$ cat src/rtl/ppu_mem_pkg.sv
// ppu_mem_pkg: shared geometry defaults, clog2 helper and clear FSM states
package ppu_mem_pkg;
   localparam int DEF_WORD_W = 8;
   localparam int DEF_SLICE_W = 2;
   localparam int DEF_DEPTH = 32;
   typedef enum logic {CLEAR, READY} clear_state_t;
   function automatic int clog2(input int n);
      int r = 0;
      while ((1 << r) < n) r++;
      return r;
   endfunction
endpackage

$ cat src/rtl/ppu_subword_ram_if.sv
// ppu_subword_ram_if: word port A, slice port B and clear control of the sub-word RAM
interface ppu_subword_ram_if import ppu_mem_pkg::*; #(
   parameter int WORD_W = DEF_WORD_W,
   parameter int SLICE_W = DEF_SLICE_W,
   parameter int DEPTH = DEF_DEPTH
) ();
   localparam int SLICES = WORD_W / SLICE_W;
   localparam int AW_A = clog2(DEPTH);
   localparam int AW_B = AW_A + clog2(SLICES);
   logic clear_req;
   logic busy;
   logic [AW_A-1:0] address_a;
   logic [WORD_W-1:0] data_a;
   logic wren_a;
   logic [SLICES-1:0] mask_a;
   logic [WORD_W-1:0] q_a;
   logic [AW_B-1:0] address_b;
   logic [SLICE_W-1:0] data_b;
   logic wren_b;
   logic [SLICE_W-1:0] q_b;
   modport master (
      output clear_req, address_a, data_a, wren_a, mask_a, address_b, data_b, wren_b,
      input busy, q_a, q_b
   );
   modport slave (
      input clear_req, address_a, data_a, wren_a, mask_a, address_b, data_b, wren_b,
      output busy, q_a, q_b
   );
endinterface

$ cat src/rtl/ppu_slice_bank.sv
// ppu_slice_bank: DEPTH x W dual-port read-first RAM; port A has a split write
// address so the clear sweep can write while port A keeps reading its own address
module ppu_slice_bank import ppu_mem_pkg::*; #(
   parameter int W = DEF_SLICE_W,
   parameter int DEPTH = DEF_DEPTH,
   localparam int AW = clog2(DEPTH)
) (
   input  logic clock,
   input  logic reset,
   input  logic we_a,
   input  logic [AW-1:0] wr_addr_a,
   input  logic [AW-1:0] rd_addr_a,
   input  logic [W-1:0] wd_a,
   output logic [W-1:0] q_a,
   input  logic we_b,
   input  logic [AW-1:0] addr_b,
   input  logic [W-1:0] wd_b,
   output logic [W-1:0] q_b
);
   logic [W-1:0] mem [DEPTH];
   always_ff @(posedge clock) begin
      if (we_a) mem[wr_addr_a] <= wd_a;
      if (we_b) mem[addr_b] <= wd_b;
      q_a <= reset ? '0 : mem[rd_addr_a];
      q_b <= reset ? '0 : mem[addr_b];
   end
endmodule

$ cat src/rtl/ppu_subword_ram.sv
// ppu_subword_ram: word-view port A / slice-view port B over SLICES banks,
// with B-over-A write arbitration and a self-clearing init sweep
module ppu_subword_ram import ppu_mem_pkg::*; #(
   parameter int WORD_W = DEF_WORD_W,
   parameter int SLICE_W = DEF_SLICE_W,
   parameter int DEPTH = DEF_DEPTH,
   parameter logic [WORD_W-1:0] INIT_VAL = '0
) (
   input logic clock,
   input logic reset,
   ppu_subword_ram_if.slave bus
);
   localparam int SLICES = WORD_W / SLICE_W;
   localparam int AW_A = clog2(DEPTH);
   localparam int SW = clog2(SLICES);
   clear_state_t state, state_n;
   logic [AW_A-1:0] cnt, cnt_n, word_b;
   logic [SW-1:0] sel_b, sel_q;
   logic busy;
   logic [SLICES-1:0][SLICE_W-1:0] q_a_w;
   logic [SLICE_W-1:0] q_b_w [SLICES];
   assign busy = state == CLEAR;
   assign {word_b, sel_b} = bus.address_b;
   assign bus.busy = busy;
   assign bus.q_a = q_a_w;
   assign bus.q_b = q_b_w[sel_q];
   always_ff @(posedge clock) begin
      if (reset) begin
         state <= CLEAR;
         cnt <= '0;
         sel_q <= '0;
      end else begin
         state <= state_n;
         cnt <= cnt_n;
         sel_q <= sel_b;
      end
   end
   always_comb begin
      state_n = state;
      cnt_n = cnt;
      if (state == CLEAR) begin
         cnt_n = clear_req_restart() ? '0 : cnt + 1'b1;
         state_n = (!bus.clear_req && cnt == AW_A'(DEPTH - 1)) ? READY : CLEAR;
      end else if (bus.clear_req) begin
         state_n = CLEAR;
         cnt_n = '0;
      end
   end
   function automatic logic clear_req_restart();
      return bus.clear_req;
   endfunction
   for (genvar i = 0; i < SLICES; i++) begin : g_bank
      logic hit_b;
      assign hit_b = bus.wren_b && sel_b == SW'(i);
      // B owns a slice both ports write this cycle; the clear sweep overrides both
      ppu_slice_bank #(.W(SLICE_W), .DEPTH(DEPTH)) u_bank (
         .clock,
         .reset,
         .we_a(busy || (bus.wren_a && bus.mask_a[i] && !(hit_b && word_b == bus.address_a))),
         .wr_addr_a(busy ? cnt : bus.address_a),
         .rd_addr_a(bus.address_a),
         .wd_a(busy ? INIT_VAL[i*SLICE_W +: SLICE_W] : bus.data_a[i*SLICE_W +: SLICE_W]),
         .q_a(q_a_w[i]),
         .we_b(!busy && hit_b),
         .addr_b(word_b),
         .wd_b(bus.data_b),
         .q_b(q_b_w[i])
      );
   end
endmodule

$ cat src/flat_wrapper.sv
// flat-port wrapper written by rule: the top's interface ports become plain ports
module ppu_subword_ram_flat import ppu_mem_pkg::*;
#(
   parameter int WORD_W = DEF_WORD_W,
   parameter int SLICE_W = DEF_SLICE_W,
   parameter int DEPTH = DEF_DEPTH,
   parameter logic [WORD_W-1:0] INIT_VAL = '0
)
  (clock, reset, bus_clear_req, bus_address_a, bus_data_a, bus_wren_a, bus_mask_a, bus_address_b, bus_data_b, bus_wren_b, bus_busy, bus_q_a, bus_q_b);
  ppu_subword_ram_if #(.WORD_W(WORD_W), .SLICE_W(SLICE_W), .DEPTH(DEPTH)) bus_i ();
  input logic clock;
  input logic reset;
  input wire logic [$bits(bus_i.clear_req)-1:0] bus_clear_req;
  input wire logic [$bits(bus_i.address_a)-1:0] bus_address_a;
  input wire logic [$bits(bus_i.data_a)-1:0] bus_data_a;
  input wire logic [$bits(bus_i.wren_a)-1:0] bus_wren_a;
  input wire logic [$bits(bus_i.mask_a)-1:0] bus_mask_a;
  input wire logic [$bits(bus_i.address_b)-1:0] bus_address_b;
  input wire logic [$bits(bus_i.data_b)-1:0] bus_data_b;
  input wire logic [$bits(bus_i.wren_b)-1:0] bus_wren_b;
  output wire logic [$bits(bus_i.busy)-1:0] bus_busy;
  output wire logic [$bits(bus_i.q_a)-1:0] bus_q_a;
  output wire logic [$bits(bus_i.q_b)-1:0] bus_q_b;
  assign bus_i.clear_req = bus_clear_req;
  assign bus_i.address_a = bus_address_a;
  assign bus_i.data_a = bus_data_a;
  assign bus_i.wren_a = bus_wren_a;
  assign bus_i.mask_a = bus_mask_a;
  assign bus_i.address_b = bus_address_b;
  assign bus_i.data_b = bus_data_b;
  assign bus_i.wren_b = bus_wren_b;
  assign bus_busy = bus_i.busy;
  assign bus_q_a = bus_i.q_a;
  assign bus_q_b = bus_i.q_b;
  ppu_subword_ram #(.WORD_W(WORD_W), .SLICE_W(SLICE_W), .DEPTH(DEPTH), .INIT_VAL(INIT_VAL)) u_core (.clock(clock), .reset(reset), .bus(bus_i));
endmodule
$ cat config.mk
export PLATFORM = sky130hd
export DESIGN_NAME = ppu_subword_ram_flat
export DESIGN_NICKNAME = d
export VERILOG_FILES = /design/src/rtl/ppu_mem_pkg.sv /design/src/rtl/ppu_subword_ram_if.sv /design/src/rtl/ppu_slice_bank.sv /design/src/rtl/ppu_subword_ram.sv /design/src/flat_wrapper.sv
export SDC_FILE = /design/constraint.sdc
export NUM_CORES = 1
export LEC_CHECK = 0
export CAP_MARGIN = 20
export CORE_MARGIN = 2
export CORE_UTILIZATION = 50
export DETAILED_ROUTE_END_ITERATION = 8
export PLACE_DENSITY = 0.7
export SYNTH_ARGS = -nofsm -noshare
export SYNTH_HDL_FRONTEND = slang
export SYNTH_SLANG_ARGS = --single-unit
$ cat constraint.sdc
create_clock -name clock -period 2.26 [get_ports clock]
set_input_delay 0.452 -clock clock [delete_from_list [all_inputs] [get_ports clock]]
set_output_delay 0.452 -clock clock [all_outputs]
set_load 0.01 [all_outputs]
==> results of run 1 <==
[path summary, 6_finish.rpt]
check / to / slack [ns] / from / depth (start not counted)
worst max register to register: u_core.g_bank[1].u_bank.mem[28][1] / -0.09 / u_core.state / 7
worst max-delay path: u_core.g_bank[1].u_bank.mem[28][1] / -0.09 / u_core.state / 7
worst min-delay path: u_core.g_bank[0].u_bank.mem[23][1] / 0.48 / bus_data_b[1] / 3
worst min register to register: u_core.cnt[3] / 0.64 / u_core.cnt[3] / 3
[flip-flops by register name (all words and copies together), names as in the netlist]
| signal | count |
|---|---|
| u_core.cnt | 5 |
| u_core.g_bank.u_bank.mem | 256 |
| u_core.g_bank.u_bank.q_a | 8 |
| u_core.g_bank.u_bank.q_b | 8 |
| u_core.sel_q | 2 |
| u_core.state | 1 |
[through the flow]
step	power [W]	hold slack [ns]	area, um^2
after floorplan	0.00645	0.541	19100
final	0.0121	0.482	25800
after CTS	0.0120	0.466	25100
after detailed placement	0.00721	0.617	23400
after global placement	0.00719	0.607	23400
after global routing	0.0123	0.517	25800
[area by class of cell]
class / instances / area [um^2] / share of cell area
Multi-Input combinational cell: 1255 / 11200 / 0.433
Sequential cell: 280 / 8180 / 0.316
Timing Repair Buffer: 525 / 4860 / 0.188
Clock buffer: 46 / 872 / 0.0337
Tap cell: 511 / 639 / 0.0247
Clock inverter: 12 / 78.8 / 0.00305
Inverter: 7 / 33.8 / 0.00131
Antenna cell: 1 / 2.50 / 0.0000968
[logic make-up after synthesis]
logic type,share of synthesized area
compound gates,0.150
xor+xnor,0.00366
fa+ha+maj,0.00131
buf+inv,0.0506
flops,0.427
mux,0.227
simple gates,0.141
[routing by layer]
| metal | share of wire | wire length (um) | GRT usage | vias to the layer above |
|---|---|---|---|---|
| met5 | 0 | 0 | 0 | - |
| met4 | 0.064 | 5360 | 0.205 | 0 |
| met3 | 0.15 | 12200 | 0.125 | 331 |
| met2 | 0.44 | 36200 | 0.630 | 1667 |
| met1 | 0.35 | 29300 | 0.551 | 8967 |
| li1 | - | - | - | 7500 |
[power by group through the flow]
stage	sequential [W]	combinational (W)	clock [W]
2_1_floorplan	0.00575	0.000700	0
3_3_place_gp	0.00575	0.00144	0
3_5_place_dp	0.00575	0.00146	0
4_1_cts	0.00564	0.00149	0.00488
5_1_grt	0.00565	0.00161	0.00507
6_report	0.00564	0.00159	0.00490
[repair_timing]
action                     in CTS  in global routing
hold buffers                    0                  0
setup endpoints to repair     216                193
setup buffers                  15                 15
cloned                          0                  2
pin swaps                      16                 38
gates resized for setup       104                128
[placed cells by master (no fill, tap or decap), drive strengths merged, types with 8 or more instances in the layout]
| cell type | n |
|---|---|
| and2 | 9 |
| o31ai | 19 |
| or3b | 8 |
| clkbuf | 47 |
| clkinv | 8 |
| nand3b | 9 |
| nor2 | 87 |
| a22oi | 44 |
| mux2i | 25 |
| o221ai | 37 |
| nor2b | 8 |
| a221oi | 12 |
| nor3 | 63 |
| buf | 490 |
| inv | 9 |
| mux4 | 130 |
| a21oi | 47 |
| dfxtp | 24 |
| o21ai | 163 |
| nand3 | 75 |
| o211ai | 27 |
| a31oi | 27 |
| mux2 | 102 |
| edfxtp | 256 |
| a41oi | 8 |
| nand2 | 278 |
| o311ai | 21 |
| clkdlybuf4s50 | 29 |
[worst min-delay path, stage by stage]
cell and delay [ns]:
buf_4 0.28, nand2_1 0.11, o21ai_0 0.06
==> results_dict.tcl, run 1 <==
set metrics [dict create \
    synthMostInstantiatedCell "nand2_1" \
    fp.dieW_um 200 \
    clock_skew_ns 0.0267 \
    path_delay_family "compound AO/OA/AOI/OAI gates" \
    dr.pass1.iters 6 \
    synthTopCellsByArea "edfxtp_1, mux4_2, mux2_2" \
    drive_above_1_share 0.452 \
    setup_viol 54 \
    tns_ns -1.92 \
    initial_core_util 0.508 \
    grt_pass1_vias 17800 \
    drt-initial-drc-count 3053 \
    finalHoldViolations 0 \
    setup_slack_ns -0.0933 \
    ir_worst_vdd_mv 0.688 \
    path_class "reg -> reg" \
    tightest_slew_ns 0.836 \
    row_count 71 \
    worstPathCellList "buf_6, or3b_4, buf_12, a21oi_4, buf_6, nand3_2, o211ai_1" \
    async_reset_ff_frac 0 \
    port_buffers 41 \
    max-cap-violations 0 \
    internal_power_w 0.00897 \
    path_buf_inv 3 \
    ys_top_cells_by_count "nand2_1, edfxtp_1, o21ai_0" \
    drv_slew 0 \
    critPathLaunchType "flip-flop" \
    synth_edf_count 256 \
    synth_cells 1736 \
    rsz0062_at_grt "true" \
    grt_use_total 0.418 \
    synth_seq_cells 280 \
    wire_per_inst_um 31.5 \
    htree_levels 1 \
    vias_per_cell 7.00 \
    dp_hpwl_um 60200 \
    critPathRequiredTime_ns 2.52 \
    place_congestion 1.11 \
    cts.sinks 280 \
    failed_checks "setup timing" \
    nFillCells 2772 \
    drc_errors 0 \
    drt-total-wl_um 83100 \
    grt_pass1_wl_um 119000 \
    arrival_ns 2.62 \
    synth_cell_type_count 71 \
    dieHeight_um 200 \
    crit_path_frequent_cell "buf_6" \
    clk_pin_slew_worst_paths_ns 0.06 \
    critPathMaxFanout 7 \
    post-route-period-util 1.04 \
    placedCellCount 2553 \
    cts.path.max_buffers 3 \
    cts_tree "yes" \
    pwr-share-clk 0.404 \
    p_switching_w 0.00317 \
    root_buffer "clkbuf_16" \
    post-route-util 0.686 \
    powerDensity_mw_per_mm2 469 \
    cts_buffers 31 \
    synth-main-ff-cell "edfxtp_1" \
    slowest_delay_ns 0.45 \
    seq_power_share 0.465 \
    pwr-share-comb 0.131 \
    syn_to_final_growth_pct 35.1 \
    hp-class "in -> reg" \
    grt_antenna_before_repair 1 \
    syn_nets 1769 \
    crit_slowest_cell "or3b_4" \
    ios 42 \
    yosys_warnings 0 \
    gr-total-overflow 0 \
    avgSynthCellArea_um2 11.0 \
    nets 2133 \
    synth_top_cell_by_area "edfxtp_1" \
    place_ws_ns -0.943 \
    endpoint_kind "flip-flop" \
    status "finished, violations left" \
    ys_seq_area_frac 0.427 \
    vias 18500 \
    antenna_left 0 \
    final_cells 2637 \
    die_area_mm2 0.0398 \
    swShare 0.261 \
    p_leak_nw 9.54 \
    min_period_ns 2.35 \
    fmax_mhz 425 \
    maxSlewHeadroom 0.442 \
    core_mm2 0.0377 \
    clkLatencyLatePin_ns 0.62 \
    syn_area_mm2 0.0191 \
    yosysTopAreaCellShare 0.402 \
    grt_max_degree 54 \
]
(Power assumes the default switching activity.)
==> run 2, diff against run 1 <==
CORE_ASPECT_RATIO = 0.7   (was unset)
clock period = 3 ns   (was 2.26 ns; I/O delays follow)
==> results_dict.tcl, run 2 (synthesized netlist as in run 1, its figures left out) <==
set metrics [dict create \
    clkLatencyLatePin_ns 0.60 \
    post_cts_buffers 0 \
    root_buffer "clkbuf_16" \
    p_leak_nw 7.99 \
    seq_power_share 0.466 \
    initial_core_util 0.511 \
    endpoint_kind "flip-flop" \
    clock_skew_ns 0.0212 \
    failed_checks "DRC" \
    status "finished, violations left" \
    grt_use_total 0.422 \
    r2r-start "u_core.state" \
    min_period_ns 2.95 \
    port_buffers 41 \
    maxSlewHeadroom 0.369 \
    path_delay_family "compound AO/OA/AOI/OAI gates" \
    layout_commonest_cell "nand2_1" \
    setup_slack_ns 0.0531 \
    reg2regPathDepth 7 \
    post_cts_resized 2 \
    pwr-share-clk 0.422 \
    crit_path_frequent_cell "buf_4" \
    worst_hold_path.num_cells 2 \
    ir_worst_vdd_mv 0.474 \
    fmax_mhz 339 \
    antenna_left 0 \
    drive_above_1_share 0.326 \
    setup_viol 0 \
    fp.dieW_um 238 \
    final_cell_mix "nand2_1, buf_4, edfxtp_1" \
    drt-initial-drc-count 3152 \
    drc_errors 2 \
    whs_endpoint "u_core.cnt[4]" \
    cts_tree "yes" \
    fin_area_mm2 0.0227 \
    p_switching_w 0.00232 \
    dieHeight_um 168 \
    place_ws_ns -0.453 \
    drt-total-wl_um 84300 \
    max-cap-violations 0 \
    critPathLaunchType "flip-flop" \
    place_area_mm2 0.0218 \
    powerDensity_mw_per_mm2 401 \
    dp_hpwl_um 60400 \
    tightest_slew_ns 0.931 \
    arrival_ns 3.27 \
    htree_levels 1 \
    reg.largest.list "u_core.g_bank.u_bank.mem: 256 flops, u_core.g_bank.u_bank.q_a: 8 flops, u_core.g_bank.u_bank.q_b: 8 flops" \
    die_area_mm2 0.0399 \
    grt_pass1_vias 17000 \
    dr.pass1.iters 9 \
    post-route-period-util 0.982 \
    vias 17800 \
    drv_slew 0 \
    nets 1930 \
    crit_slowest_cell "a2111oi_4" \
    place_congestion 1.06 \
    hp-class "reg -> reg" \
    vias_per_cell 7.38 \
    antenna_cells 0 \
    hold_buffers 0 \
    cts.sinks 280 \
    nFillCells 3037 \
    regMostFlops "u_core.g_bank.u_bank.mem" \
    wire_per_inst_um 35.0 \
    pwr-share-comb 0.112 \
    critPathMaxFanout 19 \
    tns_ns 0 \
    grt_antenna_before_repair 0 \
    hp-start "u_core.cnt[4]" \
    clk_pin_slew_worst_paths_ns 0.07 \
    path_class "reg -> reg" \
    grt_max_degree 66 \
    cts.path.max_buffers 3 \
    slowest_delay_ns 0.78 \
    critPathRequiredTime_ns 3.32 \
    finalHoldViolations 0 \
    largest_register_ffs 256 \
    rsz0062_at_grt "false" \
    post-route-util 0.608 \
    grt_pass1_wl_um 120000 \
    core_mm2 0.0374 \
    cts_buffers 30 \
    timing.rr.end "u_core.g_bank[3].u_bank.mem[6][1]" \
    total_power_w 0.00912 \
    path_buf_inv 3 \
    syn_to_final_growth_pct 18.9 \
    row_count 59 \
    gr-total-overflow 0 \
    internal_power_w 0.00680 \
    ios 42 \
    worstPathCellList "buf_4, buf_4, o21a_2, a2111oi_4, nand2_2, o311ai_0, buf_4" \
    r2r_slack_ns 0.05 \
    swShare 0.254 \
]
[run 2: worst max-delay path by stage]
stage | from | end | depth (start not counted)
6_report | u_core.state | u_core.g_bank[3].u_bank.mem[6][1] | 7
5_1_grt | u_core.state | u_core.g_bank[3].u_bank.mem[6][0] | 7
4_1_cts | u_core.state | bus_busy | 3
3_5_place_dp | bus_address_b[6] | u_core.g_bank[0].u_bank.mem[15][1] | 7
3_3_place_gp | bus_address_b[6] | u_core.g_bank[0].u_bank.mem[15][0] | 7
2_1_floorplan | bus_address_a[1] | u_core.g_bank[3].u_bank.mem[21][0] | 6
[run 2: area by class of cell]
class / count / area [um^2] / share of cell area
clock buffers: 46 / 842 / 0.0370
clock inverters: 9 / 121 / 0.00534
inverters: 7 / 28.8 / 0.00127
multi-input cells: 1254 / 10100 / 0.443
flip-flops and latches: 280 / 8170 / 0.359
well taps: 488 / 611 / 0.0268
repair buffers: 324 / 2900 / 0.128
[run 2: tightest hold or removal path, cell delays in order (launching register included)]
cell,delay [ns]
dfxtp_1,0.36
mux2i_1,0.14
nor2_1,0.05
[run 2: power groups by stage]
stage	Clock [W]	Sequential, W	Combinational (W)
after floorplan	0	0.00433	0.000527
after global placement	0	0.00433	0.000968
after detailed placement	0	0.00434	0.000974
after CTS	0.00382	0.00425	0.000976
after global routing	0.00397	0.00425	0.00103
final	0.00384	0.00425	0.00102
[run 2: through the flow]
| step | hold WS, ns | std cells |
|---|---|---|
| floorplan | 0.541 | 1736 |
| global placement | 0.578 | 2353 |
| detailed placement | 0.581 | 2353 |
| CTS | 0.591 | 2408 |
| global route | 0.623 | 2408 |
| finish | 0.586 | 2408 |
[run 2: layer usage]
metal	GRT usage	part of all wire	vias up
met2	0.579	0.39	1688
met3	0.171	0.17	329
met4	0.207	0.066	0
met1	0.578	0.37	8667
met5	0	0	-
li1	-	-	7086
==> run 3, diff against run 2 <==
CORE_UTILIZATION = 40   (was 50)
PLACE_DENSITY = 0.59   (was 0.7)
SKIP_CTS_REPAIR_TIMING = 1   (was unset)
==> results_dict.tcl, run 3 (synthesized netlist as in run 1, its figures left out) <==
set metrics [dict create \
    status "finished, final reports clean" \
    clkLatencyLatePin_ns 0.60 \
    fmax_mhz 338 \
    drive_above_1_share 0.319 \
    crit_slowest_cell "nand3_1" \
    critPathMaxFanout 15 \
    worstSetupStartpoint "u_core.state" \
    drt-initial-drc-count 2828 \
    critical_path_cell_count 6 \
    hp-class "in -> reg" \
    arrival_ns 3.28 \
    cp-endpoint "u_core.g_bank[0].u_bank.mem[29][0]" \
    final_cells 2523 \
    reg2regPathDepth 6 \
    drv_slew 0 \
    port_buffers 41 \
    endpoint_kind "flip-flop" \
    finalHoldViolations 0 \
    cts_tree "yes" \
    initial_core_util 0.402 \
    final_cell_mix "nand2_1, edfxtp_1, buf_4" \
    nets 1909 \
    drt-total-wl_um 83400 \
    cts.path.max_buffers 3 \
    gr-total-overflow 0 \
    p_leak_nw 7.92 \
    seqCellArea_mm2 0.00817 \
    row_count 67 \
    fin_area_mm2 0.0227 \
    place_area_mm2 0.0217 \
    path_buf_inv 2 \
    cts_buffers 30 \
    maxSlewHeadroom 0.269 \
    fp.dieW_um 265 \
    timing.rr.end "u_core.g_bank[0].u_bank.mem[29][0]" \
    powerDensity_mw_per_mm2 405 \
    drc_errors 0 \
    place_congestion 1.02 \
    crit_path_frequent_cell "buf_4" \
    p_switching_w 0.00236 \
    multi_input_area_mm2 0.0101 \
    max-cap-violations 0 \
    grt_pass1_wl_um 119000 \
    largest_register_ffs 256 \
    post-route-period-util 0.987 \
    path_class "reg -> reg" \
    placedCellCount 2465 \
    grt_antenna_before_repair 3 \
    dr.pass1.iters 6 \
    swShare 0.257 \
    whs_ns 0.455 \
    r2r_slack_ns 0.04 \
    clock_skew_ns 0.0158 \
    htree_levels 1 \
    internal_power_w 0.00683 \
    cts.sinks 280 \
    vias_per_cell 6.90 \
    slowest_delay_ns 0.55 \
    min_period_ns 2.96 \
    seq_power_share 0.462 \
    root_buffer "clkbuf_16" \
    core_mm2 0.0475 \
    grt_pass1_vias 16500 \
    worstPathCellList "buf_4, nand3b_2, a21oi_2, nand3_1, o221ai_1, buf_4" \
    worst_hold_path.num_cells 3 \
    grt_use_total 0.333 \
    grt_max_degree 79 \
    critPathLaunchType "flip-flop" \
    regMostFlops "u_core.g_bank.u_bank.mem" \
    wire_per_inst_um 33.1 \
    ios 42 \
    r2r-start "u_core.state" \
    clk_pin_slew_worst_paths_ns 0.06 \
    antenna_left 0 \
    dieHeight_um 187 \
    syn_to_final_growth_pct 18.7 \
    ir_worst_vdd_mv 0.362 \
    nFillCells 4318 \
    reg.largest.list "u_core.g_bank.u_bank.mem: 256 flops, u_core.g_bank.u_bank.q_a: 8 flops, u_core.g_bank.u_bank.q_b: 8 flops" \
    pwr-share-comb 0.109 \
    dp_hpwl_um 59000 \
    setup_viol 0 \
    vias 17400 \
    layout_commonest_cell "nand2_1" \
    path_delay_family "simple AND/OR/NAND/NOR gates" \
    pwr-share-clk 0.429 \
    rsz0062_at_grt "false" \
    die_area_mm2 0.0496 \
    tightest_slew_ns 1.10 \
    critPathRequiredTime_ns 3.32 \
]
[run 3: cell count changes in the layout (fill, tap and decap cells not counted), moves of 2 or more]
cell,before,now
diode_2,0,2
buf_4,258,243
clkinv_4,0,2
clkbuf_1,14,8
clkinv_1,2,5
buf_12,31,25
clkbuf_8,1,3
[run 3: how the worst min path moves through the flow]
stage,end,from,slack (ns)
finish,u_core.g_bank[2].u_bank.mem[26][0],bus_data_b[0],0.45
detailed placement,u_core.cnt[1],u_core.cnt[1],0.61
CTS,u_core.g_bank[2].u_bank.mem[13][0],bus_data_b[0],0.44
global route,u_core.g_bank[2].u_bank.mem[15][0],bus_data_b[0],0.49
floorplan,u_core.cnt[4],u_core.cnt[4],0.54
global placement,u_core.cnt[4],u_core.cnt[4],0.57
[run 3: metal layers]
layer | share of wire | track usage
met5 | 0 | 0
met4 | 0.051 | 0.139
met1 | 0.40 | 0.485
met3 | 0.15 | 0.104
met2 | 0.40 | 0.455
[run 3: power groups by stage]
stage / combinational (W) / sequential [W] / clock, W
final: 0.00100 / 0.00425 / 0.00394
after global routing: 0.00101 / 0.00425 / 0.00408
after CTS: 0.000963 / 0.00425 / 0.00394
after detailed placement: 0.000960 / 0.00433 / 0
after global placement: 0.000954 / 0.00433 / 0
after floorplan: 0.000527 / 0.00433 / 0
[run 3: layout make-up]
cell class,instances,area share
antenna,2,0.000220
clock buffer,42,0.0373
clock inverter,14,0.00656
inverter,7,0.00127
multi-input combinational,1254,0.443
sequential,280,0.360
tap,621,0.0342
timing repair buffer,303,0.118
[run 3: through the flow]
step / setup WS (ns) / power, W / setup TNS [ns] / utilization
6_report: 0.0377 / 0.00919 / 0 / 0.478
5_1_grt: 0.0961 / 0.00935 / 0 / 0.478
4_1_cts: 0.0428 / 0.00916 / 0 / 0.477
3_5_place_dp: -0.226 / 0.00529 / -0.667 / 0.456
3_3_place_gp: -0.237 / 0.00529 / -0.687 / 0.456
2_1_floorplan: 0.743 / 0.00486 / 0 / -
[run 3: tightest hold or removal path, stage by stage]
cell and delay (ns):
buf_4 0.21, nand2_1 0.07, o21ai_0 0.06
